==> src/rtl/a_definitions.sv <==
// Shared definitions for the arbiter link: FSM states and the fixed
// wire codes of every frame exchanged with the arbiter master port.
// Codes are written in wire order, leftmost bit transmitted first.
package a_definitions;

    typedef enum logic [3:0] {
        ST_IDLE       = 4'd0,
        ST_REQ_TX     = 4'd1,
        ST_WAIT_GRANT = 4'd2,
        ST_ACK_TX     = 4'd3,
        ST_WAIT_COM   = 4'd4,
        ST_COM        = 4'd5,
        ST_END_TX     = 4'd6,
        ST_DONE_TX    = 4'd7,
        ST_SPLIT_WAIT = 4'd8,
        ST_BACKOFF    = 4'd9
    } state_e;

    // Frames received from the port
    localparam logic [2:0] FR_GRANT       = 3'b110;
    localparam logic [2:0] FR_SPLIT_GRANT = 3'b100;
    localparam logic [2:0] FR_COM_START   = 3'b111;

    // Frames sent to the port
    localparam logic [2:0] FR_REQ_HDR     = 3'b111;
    localparam logic [2:0] FR_ACK         = 3'b101;
    localparam logic [2:0] FR_NAK         = 3'b110;
    localparam logic [1:0] FR_END         = 2'b01;
    localparam logic [2:0] FR_DONE        = 3'b010;

endpackage

==> src/rtl/m_frame_rx.sv <==
// 3-bit frame deserializer. A 1 on the line while idle starts a frame;
// the next two bits complete it. frame_valid is asserted during the
// cycle the third bit is on the line, with frame holding all three bits.
module m_frame_rx (
    input  logic       clk,
    input  logic       rst,
    input  logic       clear,
    input  logic       bit_in,
    output logic       frame_valid,
    output logic [2:0] frame
);

    logic       busy_q, busy_d;
    logic [1:0] cnt_q, cnt_d;
    logic [1:0] sh_q, sh_d;

    assign frame_valid = busy_q && (cnt_q == 2'd2);
    assign frame       = {sh_q, bit_in};

    // Next-state: start on a 1, collect two more bits, then return idle
    always_comb begin
        busy_d = busy_q;
        cnt_d  = cnt_q;
        sh_d   = sh_q;
        if (!busy_q) begin
            if (bit_in) begin
                busy_d = 1'b1;
                cnt_d  = 2'd1;
                sh_d   = 2'b01;
            end
        end else if (cnt_q == 2'd2) begin
            busy_d = 1'b0;
            cnt_d  = 2'd0;
            sh_d   = 2'b00;
        end else begin
            cnt_d = cnt_q + 2'd1;
            sh_d  = {sh_q[0], bit_in};
        end
    end

    // Receiver registers; clear drops any partial frame
    always_ff @(posedge clk) begin
        if (rst || clear) begin
            busy_q <= 1'b0;
            cnt_q  <= 2'd0;
            sh_q   <= 2'b00;
        end else begin
            busy_q <= busy_d;
            cnt_q  <= cnt_d;
            sh_q   <= sh_d;
        end
    end

endmodule

==> src/rtl/m_arb_link.sv <==
// Serial link between a bus master core and the arbiter master port.
// Sends requests, answers grants with ACK/NAK, tracks ownership of the
// bus and handles split stop / split resume. Every transmitted bit comes
// from a register, so arb_out follows an FSM decision by one cycle.
module m_arb_link
    import a_definitions::*;
#(
    parameter int NO_SLAVES  = 3,
    parameter int S_ID_WIDTH = $clog2(NO_SLAVES + 1),
    parameter int BACKOFF    = 8
) (
    input  logic                  clk,
    input  logic                  rst,
    input  logic                  arb_in,
    output logic                  arb_out,
    input  logic                  req,
    input  logic [S_ID_WIDTH-1:0] req_id,
    input  logic                  ready,
    input  logic                  com_done,
    output logic                  granted,
    output logic                  split,
    output logic                  resumed,
    output logic [3:0]            state_dbg
);

    localparam int TX_W  = 3 + S_ID_WIDTH;
    localparam int CNT_W = $clog2(TX_W + 1);
    localparam int BO_W  = $clog2(BACKOFF + 1);

    state_e            state_q, state_d;
    logic              ack_q, ack_d;        // pending answer is ACK (1) or NAK (0)
    logic              resume_q, resume_d;  // current grant resumes a split transfer
    logic              granted_q, granted_d;
    logic              split_q, split_d;
    logic              resumed_q, resumed_d;
    logic [BO_W-1:0]   bo_q, bo_d;
    logic [TX_W-1:0]   tx_sh_q, tx_sh_d;
    logic [CNT_W-1:0]  tx_cnt_q, tx_cnt_d;

    logic              tx_load;
    logic [TX_W-1:0]   tx_frame;
    logic [CNT_W-1:0]  tx_len;
    logic              tx_last;

    logic              rx_valid;
    logic [2:0]        rx_frame;
    logic              rx_clear;

    // Any state change discards partially received bits
    assign rx_clear = (state_d != state_q);

    m_frame_rx u_rx (
        .clk         (clk),
        .rst         (rst),
        .clear       (rx_clear),
        .bit_in      (arb_in),
        .frame_valid (rx_valid),
        .frame       (rx_frame)
    );

    assign arb_out   = tx_sh_q[TX_W-1];
    assign tx_last   = (tx_cnt_q == CNT_W'(1));
    assign granted   = granted_q;
    assign split     = split_q;
    assign resumed   = resumed_q;
    assign state_dbg = state_q;

    // Transmitter: frames are left-aligned; shifting in zeros idles the line
    always_comb begin
        tx_sh_d  = tx_sh_q << 1;
        tx_cnt_d = tx_cnt_q;
        if (tx_load) begin
            tx_sh_d  = tx_frame;
            tx_cnt_d = tx_len;
        end else if (tx_cnt_q != '0) begin
            tx_cnt_d = tx_cnt_q - CNT_W'(1);
        end
    end

    // FSM next state, frame loads and status outputs
    always_comb begin
        state_d   = state_q;
        ack_d     = ack_q;
        resume_d  = resume_q;
        granted_d = granted_q;
        split_d   = split_q;
        resumed_d = 1'b0;
        bo_d      = bo_q;
        tx_load   = 1'b0;
        tx_frame  = '0;
        tx_len    = '0;
        case (state_q)
            ST_IDLE: begin
                // req_id is captured straight into the transmit register
                if (req) begin
                    tx_load  = 1'b1;
                    tx_frame = {FR_REQ_HDR, req_id};
                    tx_len   = CNT_W'(TX_W);
                    state_d  = ST_REQ_TX;
                end
            end
            ST_REQ_TX: begin
                if (tx_last) state_d = ST_WAIT_GRANT;
            end
            ST_WAIT_GRANT: begin
                if (rx_valid && (rx_frame == FR_GRANT || rx_frame == FR_SPLIT_GRANT)) begin
                    tx_load = 1'b1;
                    tx_len  = CNT_W'(3);
                    ack_d   = ready;
                    if (ready) tx_frame = {FR_ACK, {S_ID_WIDTH{1'b0}}};
                    else       tx_frame = {FR_NAK, {S_ID_WIDTH{1'b0}}};
                    state_d = ST_ACK_TX;
                end
            end
            ST_ACK_TX: begin
                if (tx_last) begin
                    if (ack_q) begin
                        state_d = ST_WAIT_COM;
                    end else begin
                        bo_d    = '0;
                        state_d = ST_BACKOFF;
                    end
                end
            end
            ST_WAIT_COM: begin
                if (rx_valid && rx_frame == FR_COM_START) begin
                    granted_d = 1'b1;
                    if (resume_q) begin
                        split_d   = 1'b0;
                        resumed_d = 1'b1;
                        resume_d  = 1'b0;
                    end
                    state_d = ST_COM;
                end
            end
            ST_COM: begin
                // com_done takes priority over a coincident split stop
                if (com_done) begin
                    granted_d = 1'b0;
                    tx_load   = 1'b1;
                    tx_frame  = {FR_END, {(TX_W-2){1'b0}}};
                    tx_len    = CNT_W'(2);
                    state_d   = ST_END_TX;
                end else if (arb_in) begin
                    granted_d = 1'b0;
                    split_d   = 1'b1;
                    tx_load   = 1'b1;
                    tx_frame  = {FR_DONE, {S_ID_WIDTH{1'b0}}};
                    tx_len    = CNT_W'(3);
                    state_d   = ST_DONE_TX;
                end
            end
            ST_END_TX: begin
                if (tx_last) state_d = ST_IDLE;
            end
            ST_DONE_TX: begin
                if (tx_last) state_d = ST_SPLIT_WAIT;
            end
            ST_SPLIT_WAIT: begin
                // Resuming a split transfer is always acknowledged
                if (rx_valid && rx_frame == FR_SPLIT_GRANT) begin
                    ack_d    = 1'b1;
                    resume_d = 1'b1;
                    tx_load  = 1'b1;
                    tx_frame = {FR_ACK, {S_ID_WIDTH{1'b0}}};
                    tx_len   = CNT_W'(3);
                    state_d  = ST_ACK_TX;
                end
            end
            ST_BACKOFF: begin
                if (bo_q == BO_W'(BACKOFF - 1)) state_d = ST_IDLE;
                else                             bo_d    = bo_q + BO_W'(1);
            end
            default: state_d = ST_IDLE;
        endcase
    end

    // State, status and transmitter registers
    always_ff @(posedge clk) begin
        if (rst) begin
            state_q   <= ST_IDLE;
            ack_q     <= 1'b0;
            resume_q  <= 1'b0;
            granted_q <= 1'b0;
            split_q   <= 1'b0;
            resumed_q <= 1'b0;
            bo_q      <= '0;
            tx_sh_q   <= '0;
            tx_cnt_q  <= '0;
        end else begin
            state_q   <= state_d;
            ack_q     <= ack_d;
            resume_q  <= resume_d;
            granted_q <= granted_d;
            split_q   <= split_d;
            resumed_q <= resumed_d;
            bo_q      <= bo_d;
            tx_sh_q   <= tx_sh_d;
            tx_cnt_q  <= tx_cnt_d;
        end
    end

endmodule

==> config.mk <==
export PLATFORM = sky130hd
export DESIGN_NAME = m_arb_link
export DESIGN_NICKNAME = d
export VERILOG_FILES = /design/src/rtl/a_definitions.sv /design/src/rtl/m_frame_rx.sv /design/src/rtl/m_arb_link.sv
export SDC_FILE = /design/constraint.sdc
export NUM_CORES = 1
export LEC_CHECK = 0
export BUFFER_PORTS_ARGS = -buffer_cell sky130_fd_sc_hd__buf_2
export CAP_MARGIN = 20
export CELL_PAD_IN_SITES_DETAIL_PLACEMENT = 1
export CELL_PAD_IN_SITES_GLOBAL_PLACEMENT = 1
export CORE_AREA = 2 2 47 92
export CTS_CLUSTER_SIZE = 30
export DETAILED_ROUTE_END_ITERATION = 8
export DIE_AREA = 0 0 49 94
export GPL_ROUTABILITY_DRIVEN = 0
export PLACE_DENSITY_LB_ADDON = 0.3
export SYNTH_ARGS = -nofsm -noshare
export SYNTH_HDL_FRONTEND = slang
export SYNTH_SLANG_ARGS = --single-unit
==> constraint.sdc <==
create_clock -name clk -period 2 [get_ports clk]
set_input_delay 0.6 -clock clk [delete_from_list [all_inputs] [get_ports clk]]
set_output_delay 0.6 -clock clk [all_outputs]
set_load 0.05 [all_outputs]
==> results of run 1 <==
[what timing repair did]
action / 4_1_cts / 5_1_grt
setup buffers: 2 / 1
endpoints found under the hold margin: 0 / 0
hold buffers: 0 / 0
endpoints found under the setup margin: 2 / 6
pin swaps: 5 / 8
gates resized for setup: 12 / 9
[sequential cells by signal (all words and copies together), names as in the netlist, 2 cells and up]
signal / count
u_rx.cnt_q: 2
state_dbg: 4
u_rx.sh_q: 2
tx_sh_q: 5
tx_cnt_q: 3
bo_q: 4
[layout make-up]
class                           instances  area share, %
Inverter                                8           1.58
Timing Repair Buffer                   44           15.4
Multi-Input combinational cell        131           47.4
Sequential cell                        26           28.5
Clock inverter                          1           1.58
Tap cell                               51           3.35
Clock buffer                            3           2.17
[kinds of logic after synthesis]
family          share of synthesized area [%]
flops                                    36.4
xor+xnor                                 3.06
mux                                      2.19
buf+inv                                  5.25
fa+ha+maj                                3.50
simple gates                             32.0
compound gates                           17.6
[metal layers]
layer / vias to the layer above / track usage, %
met2: 31 / 44.5
met3: 18 / 1.91
li1: 695 / -
met5: - / 0
met1: 724 / 20.2
met4: 0 / 16.4
[metrics by stage]
stage / utilization, % / instances / hold WS [ns] / TNS [ns]
finish: 49.0 / 264 / 0.467 / 0
global route: 49.0 / 264 / 0.477 / -0.0530
CTS: 48.0 / 263 / 0.477 / 0
detailed placement: 44.7 / 257 / 0.454 / -0.0645
global placement: 44.7 / 257 / 0.427 / -0.229
floorplan: - / 173 / 0.418 / 0
[how the worst max path moves through the flow]
| stage | slack, ns | depth (start not counted) | to |
|---|---|---|---|
| after detailed placement | -0.06 | 7 | u_rx.busy_q |
| after global placement | -0.07 | 6 | tx_sh_q[3] |
| after global routing | -0.04 | 10 | u_rx.busy_q |
| after floorplan | 0.03 | 7 | u_rx.busy_q |
| after CTS | 0.004 | 10 | u_rx.busy_q |
| final | 0.03 | 8 | u_rx.busy_q |
[worst max-delay path, cell delays in order (launching register included)]
cell and delay (ns):
dfxtp_2 0.34, inv_2 0.05, ha_4 0.15, nand2b_2 0.12, nor2_2 0.06, and3_4 0.19, o311a_1 0.32, or3_4 0.42
nor4_2 0.23
[placed cells by master (no fill, tap or decap), types with 4 or more instances in the layout]
cell,instances
buf_2,15
dfxtp_1,18
inv_1,7
nand2_1,13
nor2_1,27
nor3b_1,4
buf_4,29
nor3_1,9
nand4_1,5
nand2b_1,4
dfxtp_4,5
a21oi_1,8
[power breakdown]
| part | leakage [nW] | switching (mW) | internal [mW] | total, mW |
|---|---|---|---|---|
| Combinational | 0.505 | 0.485 | 0.414 | 0.899 |
| Clock | 0.0357 | 0.178 | 0.268 | 0.446 |
| Sequential | 0.217 | 0.112 | 0.610 | 0.722 |
==> impl_metrics.xml, run 1 <==
<?xml version="1.0" encoding="UTF-8"?>
<metrics>
  <group name="layout">
    <metric name="nets" unit="">226</metric>
    <metric name="antennaDiodeCount" unit="">0</metric>
    <metric name="fillerInstances" unit="">498</metric>
    <metric name="combined_flip_flop_and_latch_cell_area" unit="um2">543</metric>
    <metric name="post_route_cells_drive_above_1_share" unit="%">34.7</metric>
    <metric name="area_growth_syn_to_layout" unit="%">33.2</metric>
    <metric name="post-route-cell-area" unit="mm2">0.00190</metric>
    <metric name="multiInputGateArea" unit="um2">903</metric>
  </group>
  <group name="routing">
    <metric name="first_iter_violations" unit="">23</metric>
    <metric name="vias" unit="">1468</metric>
    <metric name="detail_route.wirelength.met1" unit="mm">1.55</metric>
    <metric name="antenna_violating_nets_remaining" unit="">0</metric>
    <metric name="drc" unit="">0</metric>
    <metric name="routed.top_layer" unit="">met4</metric>
    <metric name="number_of_vias_per_cell_after_detailed_routing" unit="">5.56</metric>
    <metric name="detailedRoute.firstPassIterationCount" unit="">4</metric>
    <metric name="drt-wirelength-per-cell" unit="um">17.7</metric>
    <metric name="drt-total-wl" unit="mm">4.68</metric>
    <metric name="dr_wl_met2" unit="mm">2.80</metric>
    <metric name="met3_length" unit="um">74</metric>
  </group>
  <group name="critical_path">
    <metric name="setup.worst_path.start" unit="">tx_cnt_q[1]</metric>
    <metric name="r2r-start" unit="">tx_cnt_q[1]</metric>
    <metric name="timing.critical_path.arrival" unit="ns">2.16</metric>
    <metric name="r2r_cells" unit="">8</metric>
    <metric name="r2r-end" unit="">u_rx.busy_q</metric>
    <metric name="critical_path.max_fanout" unit="">5</metric>
    <metric name="worst_setup_path_end_kind" unit="">flop</metric>
    <metric name="timing.critical_path.from_type" unit="">flop</metric>
    <metric name="ff_to_ff_setup_slack" unit="ns">0.03</metric>
    <metric name="timing.critical_path.required" unit="ns">2.20</metric>
    <metric name="worst-setup-path-type" unit="">reg -&gt; reg</metric>
  </group>
  <group name="die">
    <metric name="core.rowCount" unit="">32</metric>
    <metric name="die_height" unit="um">94</metric>
    <metric name="chipWidth" unit="um">49</metric>
    <metric name="die_area" unit="mm2">0.00461</metric>
    <metric name="core-area" unit="mm2">0.00388</metric>
    <metric name="num_ports" unit="">16</metric>
    <metric name="start_util" unit="%">36.8</metric>
  </group>
  <group name="timing">
    <metric name="rsz_0062_raised_after_global_routing" unit="">true</metric>
    <metric name="report.final.hold_viol_count" unit="">0</metric>
    <metric name="max_clock_freq" unit="MHz">508</metric>
    <metric name="worstMarginPinSlew" unit="ns">0.484</metric>
    <metric name="timing.final.max_slew_violations" unit="">0</metric>
    <metric name="finClkSkew" unit="ns">0.00403</metric>
    <metric name="setup_viol" unit="">0</metric>
    <metric name="final.period_utilization" unit="%">98.3</metric>
    <metric name="relSlewSlack" unit="%">67.4</metric>
    <metric name="min_period" unit="ns">1.97</metric>
    <metric name="setup_slack" unit="ns">0.0331</metric>
  </group>
  <group name="yosys">
    <metric name="syn_nets" unit="">185</metric>
    <metric name="ys_top_cells_by_count" unit="">nor2_1 (28), dfxtp_1 (26), nand2_1 (14)</metric>
    <metric name="synth-main-ff-cell" unit="">dfxtp_1</metric>
    <metric name="postSynth.asyncResetShare" unit="%">0</metric>
    <metric name="synth.most_common_cell" unit="">nor2_1</metric>
    <metric name="avgSynthCellArea" unit="um2">8.27</metric>
    <metric name="yosysSeqAreaShare" unit="%">36.4</metric>
    <metric name="synthDominantAreaCellType" unit="">dfxtp_1</metric>
    <metric name="yosys-top-cells-area" unit="">dfxtp_1 (36%), nor2_1 (7.3%), nand2_1 (3.7%)</metric>
    <metric name="netlist.area_leader.share" unit="%">36.4</metric>
    <metric name="cell_count_after_synthesis" unit="">173</metric>
    <metric name="synthesis.area" unit="mm2">0.00143</metric>
    <metric name="synth_enable_flop_cells" unit="">0</metric>
    <metric name="synth.distinct_cells" unit="">50</metric>
    <metric name="synth_seq_cells" unit="">26</metric>
    <metric name="ys.warnings.count" unit="">0</metric>
  </group>
  <group name="power_and_ir_drop">
    <metric name="totalPowerFinal" unit="mW">2.07</metric>
    <metric name="worst_supply_voltage_drop_on_vdd" unit="mV">0.561</metric>
    <metric name="pwr_density_cell" unit="mW/mm2">1090</metric>
    <metric name="cellLeakagePower" unit="nW">0.757</metric>
  </group>
  <group name="clock_network">
    <metric name="tritoncts_buffer_count" unit="">3</metric>
    <metric name="clk_pin_slew" unit="ns">0.10</metric>
    <metric name="cts_tree" unit="">done</metric>
    <metric name="clock_latency" unit="ns">0.28</metric>
    <metric name="clock_sinks" unit="">26</metric>
    <metric name="htree_num_levels" unit="">1</metric>
    <metric name="clock_tree.buffer_depth" unit="">2</metric>
    <metric name="clock-root-buffer" unit="">clkbuf_8</metric>
  </group>
  <group name="placed_design">
    <metric name="post-place-ws" unit="ns">-0.0645</metric>
    <metric name="hpwlAfterDp" unit="mm">3.61</metric>
    <metric name="portBuffers" unit="">15</metric>
    <metric name="detailed_place.area" unit="mm2">0.00173</metric>
  </group>
  <group name="global_route">
    <metric name="grt_pass1_vias" unit="">1646</metric>
    <metric name="track_usage" unit="%">22.4</metric>
    <metric name="pin_count_of_the_biggest_net_entering_global_routing" unit="">17</metric>
    <metric name="number_of_antenna_violations_at_the_first_check_in_global_routing" unit="">0</metric>
    <metric name="grt_first_pass_wirelength" unit="mm">7.87</metric>
    <metric name="globalRoute.totalOverflow" unit="">0</metric>
  </group>
  <group name="min_path">
    <metric name="worst_hold_end" unit="">tx_sh_q[4]</metric>
    <metric name="hp-start" unit="">tx_sh_q[3]</metric>
    <metric name="min_delay_path_depth" unit="">1</metric>
    <metric name="hold_class" unit="">reg -&gt; reg</metric>
  </group>
  <group name="run_status">
    <metric name="run_status" unit="">finished, final reports clean</metric>
  </group>
  <group name="run">
    <metric name="maxCapViolCount" unit="">0</metric>
  </group>
</metrics>
Power figures use the tool's default switching activity.
==> run 2, diff against run 1 <==
Settings changed: ABC_AREA set to 1, CORE_AREA 2 2 47 92 to 2 2 49 96, DIE_AREA 0 0 49 94 to 0 0 51 98.
==> impl_metrics.xml, run 2 <==
<?xml version="1.0" encoding="UTF-8"?>
<metrics>
  <group name="run_status">
    <metric name="run_status" unit="">finished, final reports clean</metric>
  </group>
  <group name="layout">
    <metric name="final_common_cell" unit="">nand2_1</metric>
    <metric name="area_growth_syn_to_layout" unit="%">15.5</metric>
    <metric name="nets" unit="">263</metric>
    <metric name="final_cell_mix" unit="">nand2_1 (50), nor2_1 (35), inv_1 (30), dfxtp_1 (26), nand3_1 (21)</metric>
    <metric name="antennaDiodeCount" unit="">0</metric>
    <metric name="most_flop_heavy_register" unit="">tx_sh_q</metric>
    <metric name="max_reg_flops" unit="">5</metric>
    <metric name="post_route_cells_drive_above_1_share" unit="%">16.8</metric>
  </group>
  <group name="clock_network">
    <metric name="cts_setup_buffers" unit="">0</metric>
    <metric name="clock_latency" unit="ns">0.28</metric>
    <metric name="clk_pin_slew" unit="ns">0.10</metric>
    <metric name="clock-root-buffer" unit="">clkbuf_8</metric>
    <metric name="tritoncts_buffer_count" unit="">3</metric>
    <metric name="clock_sinks" unit="">26</metric>
    <metric name="clock_tree.buffer_depth" unit="">2</metric>
    <metric name="htree_num_levels" unit="">1</metric>
    <metric name="cts_tree" unit="">done</metric>
  </group>
  <group name="routing">
    <metric name="vias" unit="">1517</metric>
    <metric name="drc" unit="">0</metric>
    <metric name="detailedRoute.firstPassIterationCount" unit="">4</metric>
    <metric name="first_iter_violations" unit="">11</metric>
    <metric name="antenna_violating_nets_remaining" unit="">0</metric>
    <metric name="drt-total-wl" unit="mm">4.25</metric>
    <metric name="drt-wirelength-per-cell" unit="um">14.0</metric>
    <metric name="number_of_vias_per_cell_after_detailed_routing" unit="">4.99</metric>
  </group>
  <group name="timing">
    <metric name="rsz_0062_raised_after_global_routing" unit="">false</metric>
    <metric name="min_period" unit="ns">1.78</metric>
    <metric name="max_clock_freq" unit="MHz">563</metric>
    <metric name="final.period_utilization" unit="%">88.8</metric>
    <metric name="finClkSkew" unit="ns">0.0106</metric>
    <metric name="setup-tns-final" unit="ns">0</metric>
    <metric name="timing.final.max_slew_violations" unit="">0</metric>
    <metric name="worstMarginPinSlew" unit="ns">0.340</metric>
    <metric name="hold-worst-slack" unit="ns">0.451</metric>
    <metric name="setup_viol" unit="">0</metric>
    <metric name="relSlewSlack" unit="%">77.2</metric>
    <metric name="report.final.hold_viol_count" unit="">0</metric>
  </group>
  <group name="yosys">
    <metric name="synthesis.area" unit="mm2">0.00148</metric>
    <metric name="ys_top_cells_by_count" unit="">nand2_1 (50), nor2_1 (35), inv_1 (30)</metric>
    <metric name="synth.distinct_cells" unit="">24</metric>
    <metric name="netlist.area_leader.share" unit="%">35.1</metric>
    <metric name="avgSynthCellArea" unit="um2">6.45</metric>
    <metric name="yosysSeqAreaShare" unit="%">35.1</metric>
    <metric name="cell_count_after_synthesis" unit="">230</metric>
    <metric name="postSynth.asyncResetShare" unit="%">0</metric>
    <metric name="syn_nets" unit="">242</metric>
    <metric name="ys.warnings.count" unit="">0</metric>
    <metric name="synth_seq_cells" unit="">26</metric>
    <metric name="synth_enable_flop_cells" unit="">0</metric>
    <metric name="synthDominantAreaCellType" unit="">dfxtp_1</metric>
    <metric name="yosys-top-cells-area" unit="">dfxtp_1 (35%), nand2_1 (13%), nor2_1 (8.9%)</metric>
    <metric name="synth-main-ff-cell" unit="">dfxtp_1</metric>
    <metric name="synth.most_common_cell" unit="">nand2_1</metric>
  </group>
  <group name="die">
    <metric name="die_area" unit="mm2">0.00500</metric>
    <metric name="chipWidth" unit="um">51</metric>
    <metric name="core-area" unit="mm2">0.00430</metric>
    <metric name="die_height" unit="um">98</metric>
    <metric name="num_ports" unit="">16</metric>
    <metric name="start_util" unit="%">34.5</metric>
    <metric name="core.rowCount" unit="">34</metric>
  </group>
  <group name="global_route">
    <metric name="pin_count_of_the_biggest_net_entering_global_routing" unit="">16</metric>
    <metric name="globalRoute.totalOverflow" unit="">0</metric>
    <metric name="grt_pass1_vias" unit="">1626</metric>
    <metric name="track_usage" unit="%">18.7</metric>
    <metric name="grt_first_pass_wirelength" unit="mm">7.14</metric>
    <metric name="number_of_antenna_violations_at_the_first_check_in_global_routing" unit="">0</metric>
  </group>
  <group name="min_path">
    <metric name="hold_class" unit="">reg -&gt; reg</metric>
  </group>
  <group name="power_and_ir_drop">
    <metric name="net-switching-power" unit="mW">0.897</metric>
    <metric name="combinationalPowerShare" unit="%">43.0</metric>
    <metric name="seqPwrFrac" unit="%">35.4</metric>
    <metric name="totalPowerFinal" unit="mW">2.07</metric>
    <metric name="worst_supply_voltage_drop_on_vdd" unit="mV">0.812</metric>
    <metric name="swShare" unit="%">43.3</metric>
    <metric name="internal_power" unit="mW">1.17</metric>
    <metric name="power.share.clock" unit="%">21.6</metric>
    <metric name="cellLeakagePower" unit="nW">0.820</metric>
    <metric name="pwr_density_cell" unit="mW/mm2">1210</metric>
  </group>
  <group name="critical_path">
    <metric name="timing.critical_path.arrival" unit="ns">1.94</metric>
    <metric name="worst-setup-path-type" unit="">reg -&gt; reg</metric>
    <metric name="cells_along_the_critical_path" unit="">inv_1 -&gt; ha_1 -&gt; nand2_1 -&gt; o21ai_1 -&gt; nand3_1 -&gt; nand2_1 -&gt; inv_1 -&gt; nand2_1 -&gt; nor2_2 -&gt; nand2_2 -&gt; nor2_1</metric>
    <metric name="critical-path-max-stage-delay" unit="ns">0.35</metric>
    <metric name="timing.critical_path.max_delay_family" unit="">simple AND/OR/NAND/NOR gates</metric>
    <metric name="critical_path.max_fanout" unit="">6</metric>
    <metric name="worst_path_most_repeated_cell" unit="">nand2_1</metric>
    <metric name="timing.critical_path.from_type" unit="">flop</metric>
    <metric name="crit_path_top_delay_cell" unit="">o21ai_1</metric>
    <metric name="crit_buf_inv" unit="">2</metric>
    <metric name="timing.critical_path.required" unit="ns">2.17</metric>
    <metric name="worst_setup_path_end_kind" unit="">flop</metric>
  </group>
  <group name="run">
    <metric name="maxCapViolCount" unit="">0</metric>
  </group>
  <group name="placed_design">
    <metric name="hpwlAfterDp" unit="mm">3.57</metric>
    <metric name="portBuffers" unit="">15</metric>
  </group>
</metrics>
-- run 2: cell types whose count changed in the layout (fill, tap and decap cells not counted), moves of 5 or more --
cell	delta
o21ai_0	+11
inv_1	+23
nor2_2	+5
a21oi_1	+6
nand2_1	+37
nor3_1	-7
buf_4	-27
dfxtp_1	+8
nor2_1	+8
nand3_1	+18
dfxtp_4	-5
-- run 2: final cells by class --
class	instances	area [um2]
clock buffers	3	41.3
inverters	34	128
fillers	579	2580
well taps	54	67.6
multi-input cells	169	837
repair buffers	17	90.1
flip-flops and latches	26	520
clock inverters	1	30.0
-- run 2: per-layer routing --
metal	share of wire [%]	track usage, %	vias to the layer above
li1	-	-	774
met1	37	17.6	699
met2	55	36.1	32
met3	3.0	2.29	12
met4	4.9	10.8	0
met5	0	0	-
-- run 2: kinds of logic (layout without fill, tap and decap cells) --
family	count (synthesis)	after routing	synth area share (%)
AO/OA/AOI/OAI	36	36	13.2
XOR/XNOR	1	1	0.590
adder cells (fa/ha/maj)	4	4	3.37
buffers and inverters	35	55	8.85
flip-flops	26	26	35.1
AND/OR/NAND/NOR	128	128	38.9
-- run 2: power by group through the flow --
stage	Sequential (mW)	Clock [mW]	Combinational (mW)
detailed placement	0.741	0	0.893
global placement	0.742	0	0.879
finish	0.733	0.447	0.890
global route	0.754	0.486	1.01
floorplan	0.801	0	0.588
CTS	0.730	0.461	0.897
-- run 2: worst reg2reg max path, cell delays in order (launching register included) --
cell and delay [ns]:
dfxtp_1 0.33, inv_1 0.09, ha_1 0.17, nand2_1 0.18, o21ai_1 0.35, nand3_1 0.12, nand2_1 0.08, inv_1 0.04
nand2_1 0.10, nor2_2 0.05, nand2_2 0.10, nor2_1 0.05
-- run 2: final timing paths --
kind                from       endpoint  slack [ns]  cells past startpoint
max reg2reg  tx_cnt_q[1]  u_rx.cnt_q[0]        0.22                     11
min           tx_sh_q[0]     tx_sh_q[1]        0.45                      2
max          tx_cnt_q[1]  u_rx.cnt_q[0]        0.22                     11
min reg2reg   tx_sh_q[0]     tx_sh_q[1]        0.45                      2
-- run 2: through the flow --
stage | setup WS, ns | utilization (%) | area, um2 | std cells
detailed placement | 0.0756 | 38.1 | 1640 | 300
floorplan | 0.263 | - | 1480 | 230
global route | 0.0486 | 39.9 | 1710 | 304
global placement | 0.0792 | 38.1 | 1640 | 300
CTS | 0.114 | 39.8 | 1710 | 304
finish | 0.224 | 39.9 | 1710 | 304
-- run 2: repair_timing --
action                     in CTS  in global routing
setup endpoints to repair       0                  5
gates resized for setup         0                  2
hold buffers                    0                  0
==> run 3, diff against run 2 <==
Settings changed: CORE_AREA 2 2 49 96 to 2 2 47 92, DIE_AREA 0 0 51 98 to 0 0 49 94.
Clock period 2 ns to 1.8 ns, I/O delays scaled along.
==> impl_metrics.xml, run 3 (same netlist as run 2, synthesis figures left out) <==
<?xml version="1.0" encoding="UTF-8"?>
<metrics>
  <group name="layout">
    <metric name="fillerInstances" unit="">544</metric>
    <metric name="nets" unit="">271</metric>
    <metric name="max_reg_flops" unit="">5</metric>
    <metric name="postLayoutCoreUtil" unit="%">46.1</metric>
    <metric name="final_common_cell" unit="">nand2_1</metric>
    <metric name="most_flop_heavy_register" unit="">tx_sh_q</metric>
    <metric name="antennaDiodeCount" unit="">0</metric>
    <metric name="post-route-cell-area" unit="mm2">0.00179</metric>
    <metric name="final_cell_mix" unit="">nand2_1 (49), nor2_1 (34), inv_1 (29), dfxtp_1 (20), nand3_1 (19)</metric>
    <metric name="post_route_cells_drive_above_1_share" unit="%">23.7</metric>
    <metric name="area_growth_syn_to_layout" unit="%">20.6</metric>
  </group>
  <group name="clock_network">
    <metric name="clock-root-buffer" unit="">clkbuf_8</metric>
    <metric name="htree_num_levels" unit="">1</metric>
    <metric name="clock_tree.buffer_depth" unit="">2</metric>
    <metric name="cts_tree" unit="">done</metric>
    <metric name="postCtsHoldBufs" unit="">0</metric>
    <metric name="clock_sinks" unit="">26</metric>
    <metric name="clk_pin_slew" unit="ns">0.09</metric>
    <metric name="tritoncts_buffer_count" unit="">3</metric>
    <metric name="clock_latency" unit="ns">0.27</metric>
  </group>
  <group name="run">
    <metric name="maxCapViolCount" unit="">0</metric>
  </group>
  <group name="die">
    <metric name="chipWidth" unit="um">49</metric>
    <metric name="core-area" unit="mm2">0.00388</metric>
    <metric name="start_util" unit="%">38.2</metric>
    <metric name="die_height" unit="um">94</metric>
    <metric name="die_area" unit="mm2">0.00461</metric>
    <metric name="num_ports" unit="">16</metric>
    <metric name="core.rowCount" unit="">32</metric>
  </group>
  <group name="run_status">
    <metric name="run_status" unit="">finished, final reports clean</metric>
  </group>
  <group name="routing">
    <metric name="first_iter_violations" unit="">14</metric>
    <metric name="detailedRoute.firstPassIterationCount" unit="">4</metric>
    <metric name="drt-wirelength-per-cell" unit="um">14.2</metric>
    <metric name="drc" unit="">0</metric>
    <metric name="drt-total-wl" unit="mm">4.39</metric>
    <metric name="number_of_vias_per_cell_after_detailed_routing" unit="">5.08</metric>
    <metric name="antenna_violating_nets_remaining" unit="">0</metric>
    <metric name="vias" unit="">1566</metric>
  </group>
  <group name="critical_path">
    <metric name="timing.critical_path.from_type" unit="">flop</metric>
    <metric name="timing.critical_path.required" unit="ns">2.02</metric>
    <metric name="setup.worst_path.start" unit="">tx_cnt_q[1]</metric>
    <metric name="cells_along_the_critical_path" unit="">inv_2 -&gt; ha_4 -&gt; inv_1 -&gt; nor2_4 -&gt; nand2_1 -&gt; nand3_1 -&gt; and2_1 -&gt; nand3_1 -&gt; nor2_2 -&gt; nand2_2 -&gt; nor2_2</metric>
    <metric name="r2r-start" unit="">tx_cnt_q[1]</metric>
    <metric name="crit_path_top_delay_cell" unit="">dfxtp_2</metric>
    <metric name="critical-path-max-stage-delay" unit="ns">0.34</metric>
    <metric name="ff_to_ff_setup_slack" unit="ns">0.14</metric>
    <metric name="critPathCapture" unit="">u_rx.sh_q[0]</metric>
    <metric name="worst_setup_path_end_kind" unit="">flop</metric>
    <metric name="r2r_cells" unit="">11</metric>
    <metric name="worst-setup-path-type" unit="">reg -&gt; reg</metric>
    <metric name="timing.critical_path.arrival" unit="ns">1.88</metric>
    <metric name="timing.critical_path.max_delay_family" unit="">simple AND/OR/NAND/NOR gates</metric>
    <metric name="critical_path.max_fanout" unit="">5</metric>
    <metric name="worstSetupPathDepth" unit="">11</metric>
    <metric name="crit_buf_inv" unit="">2</metric>
    <metric name="r2r-end" unit="">u_rx.sh_q[0]</metric>
  </group>
  <group name="timing">
    <metric name="min_period" unit="ns">1.66</metric>
    <metric name="report.final.hold_viol_count" unit="">0</metric>
    <metric name="max_clock_freq" unit="MHz">602</metric>
    <metric name="setup_viol" unit="">0</metric>
    <metric name="relSlewSlack" unit="%">79.9</metric>
    <metric name="hold-worst-slack" unit="ns">0.455</metric>
    <metric name="setup_slack" unit="ns">0.140</metric>
    <metric name="setup-tns-final" unit="ns">0</metric>
    <metric name="final.period_utilization" unit="%">92.2</metric>
    <metric name="timing.final.max_slew_violations" unit="">0</metric>
    <metric name="worstMarginPinSlew" unit="ns">0.299</metric>
    <metric name="finClkSkew" unit="ns">0.00286</metric>
  </group>
  <group name="global_route">
    <metric name="globalRoute.totalOverflow" unit="">0</metric>
    <metric name="grt_first_pass_wirelength" unit="mm">7.25</metric>
    <metric name="number_of_antenna_violations_at_the_first_check_in_global_routing" unit="">0</metric>
    <metric name="grt_pass1_vias" unit="">1592</metric>
    <metric name="pin_count_of_the_biggest_net_entering_global_routing" unit="">14</metric>
    <metric name="track_usage" unit="%">20.6</metric>
  </group>
  <group name="power_and_ir_drop">
    <metric name="worst_supply_voltage_drop_on_vdd" unit="mV">0.781</metric>
    <metric name="cellLeakagePower" unit="nW">0.850</metric>
    <metric name="pwr_density_cell" unit="mW/mm2">1290</metric>
  </group>
  <group name="placed_design">
    <metric name="portBuffers" unit="">15</metric>
    <metric name="post-place-ws" unit="ns">-0.0159</metric>
    <metric name="detailed_place.area" unit="mm2">0.00168</metric>
    <metric name="hpwlAfterDp" unit="mm">3.66</metric>
  </group>
  <group name="min_path">
    <metric name="hp-start" unit="">tx_sh_q[0]</metric>
    <metric name="hold_class" unit="">reg -&gt; reg</metric>
  </group>
</metrics>
run 3: changes by cell type in the layout (fill, tap and decap cells not counted), moves of 2 or more:
cell,previous run,this run
buf_4,2,9
dfxtp_2,0,6
nand3_2,3,5
dfxtp_1,26,20
nor2_4,1,3
nand3_1,21,19
run 3: per-stage QoR:
stage	power [mW]	instances
finish	2.31	308
global route	2.52	308
CTS	2.21	306
detailed placement	1.87	303
global placement	1.84	303
floorplan	1.54	230
run 3: where the power goes:
part           internal (mW)  switching [mW]
logic                  0.413           0.727
clock network          0.150           0.183
registers              0.704           0.136
total                   1.27            1.05
run 3: metal layers:
| metal | track usage, % | vias up | part of all wire (%) |
|---|---|---|---|
| li1 | - | 790 | - |
| met4 | 8.57 | 0 | 3.3 |
| met5 | 0 | - | 0 |
| met1 | 19.0 | 743 | 38 |
| met2 | 43.4 | 22 | 58 |
| met3 | 2.23 | 11 | 1.6 |
run 3: how the worst min path moves through the flow:
stage / slack [ns] / cells after the start / to
global placement: 0.44 / 2 / tx_sh_q[4]
floorplan: 0.42 / 2 / tx_sh_q[4]
detailed placement: 0.44 / 2 / tx_sh_q[4]
global route: 0.49 / 2 / tx_sh_q[1]
CTS: 0.46 / 2 / tx_sh_q[1]
finish: 0.46 / 2 / tx_sh_q[1]
run 3: cell type report:
cell class                 count  area (um2)  share of cell area (%)
clock buffer                   3        41.3                    2.31
inverter                      34         128                    7.13
multi-input combinational    169         875                    48.9
sequential                    26         528                    29.5
tap                           51        63.8                    3.57
timing repair buffer          25         154                    8.60
run 3: tightest hold or removal path, delay by kind of cell, from the launching register on:
kind	cells	cell delay [ns]
AO/OA/AOI/OAI	1	0.05
flip-flops	1	0.31
AND/OR/NAND/NOR	1	0.05
run 3: what timing repair did:
action / 4_1_cts / 5_1_grt
hold endpoints to repair: 0 / 0
buffers inserted: 0 / 2
setup endpoints to repair: 0 / 10
gates resized for setup: 0 / 17
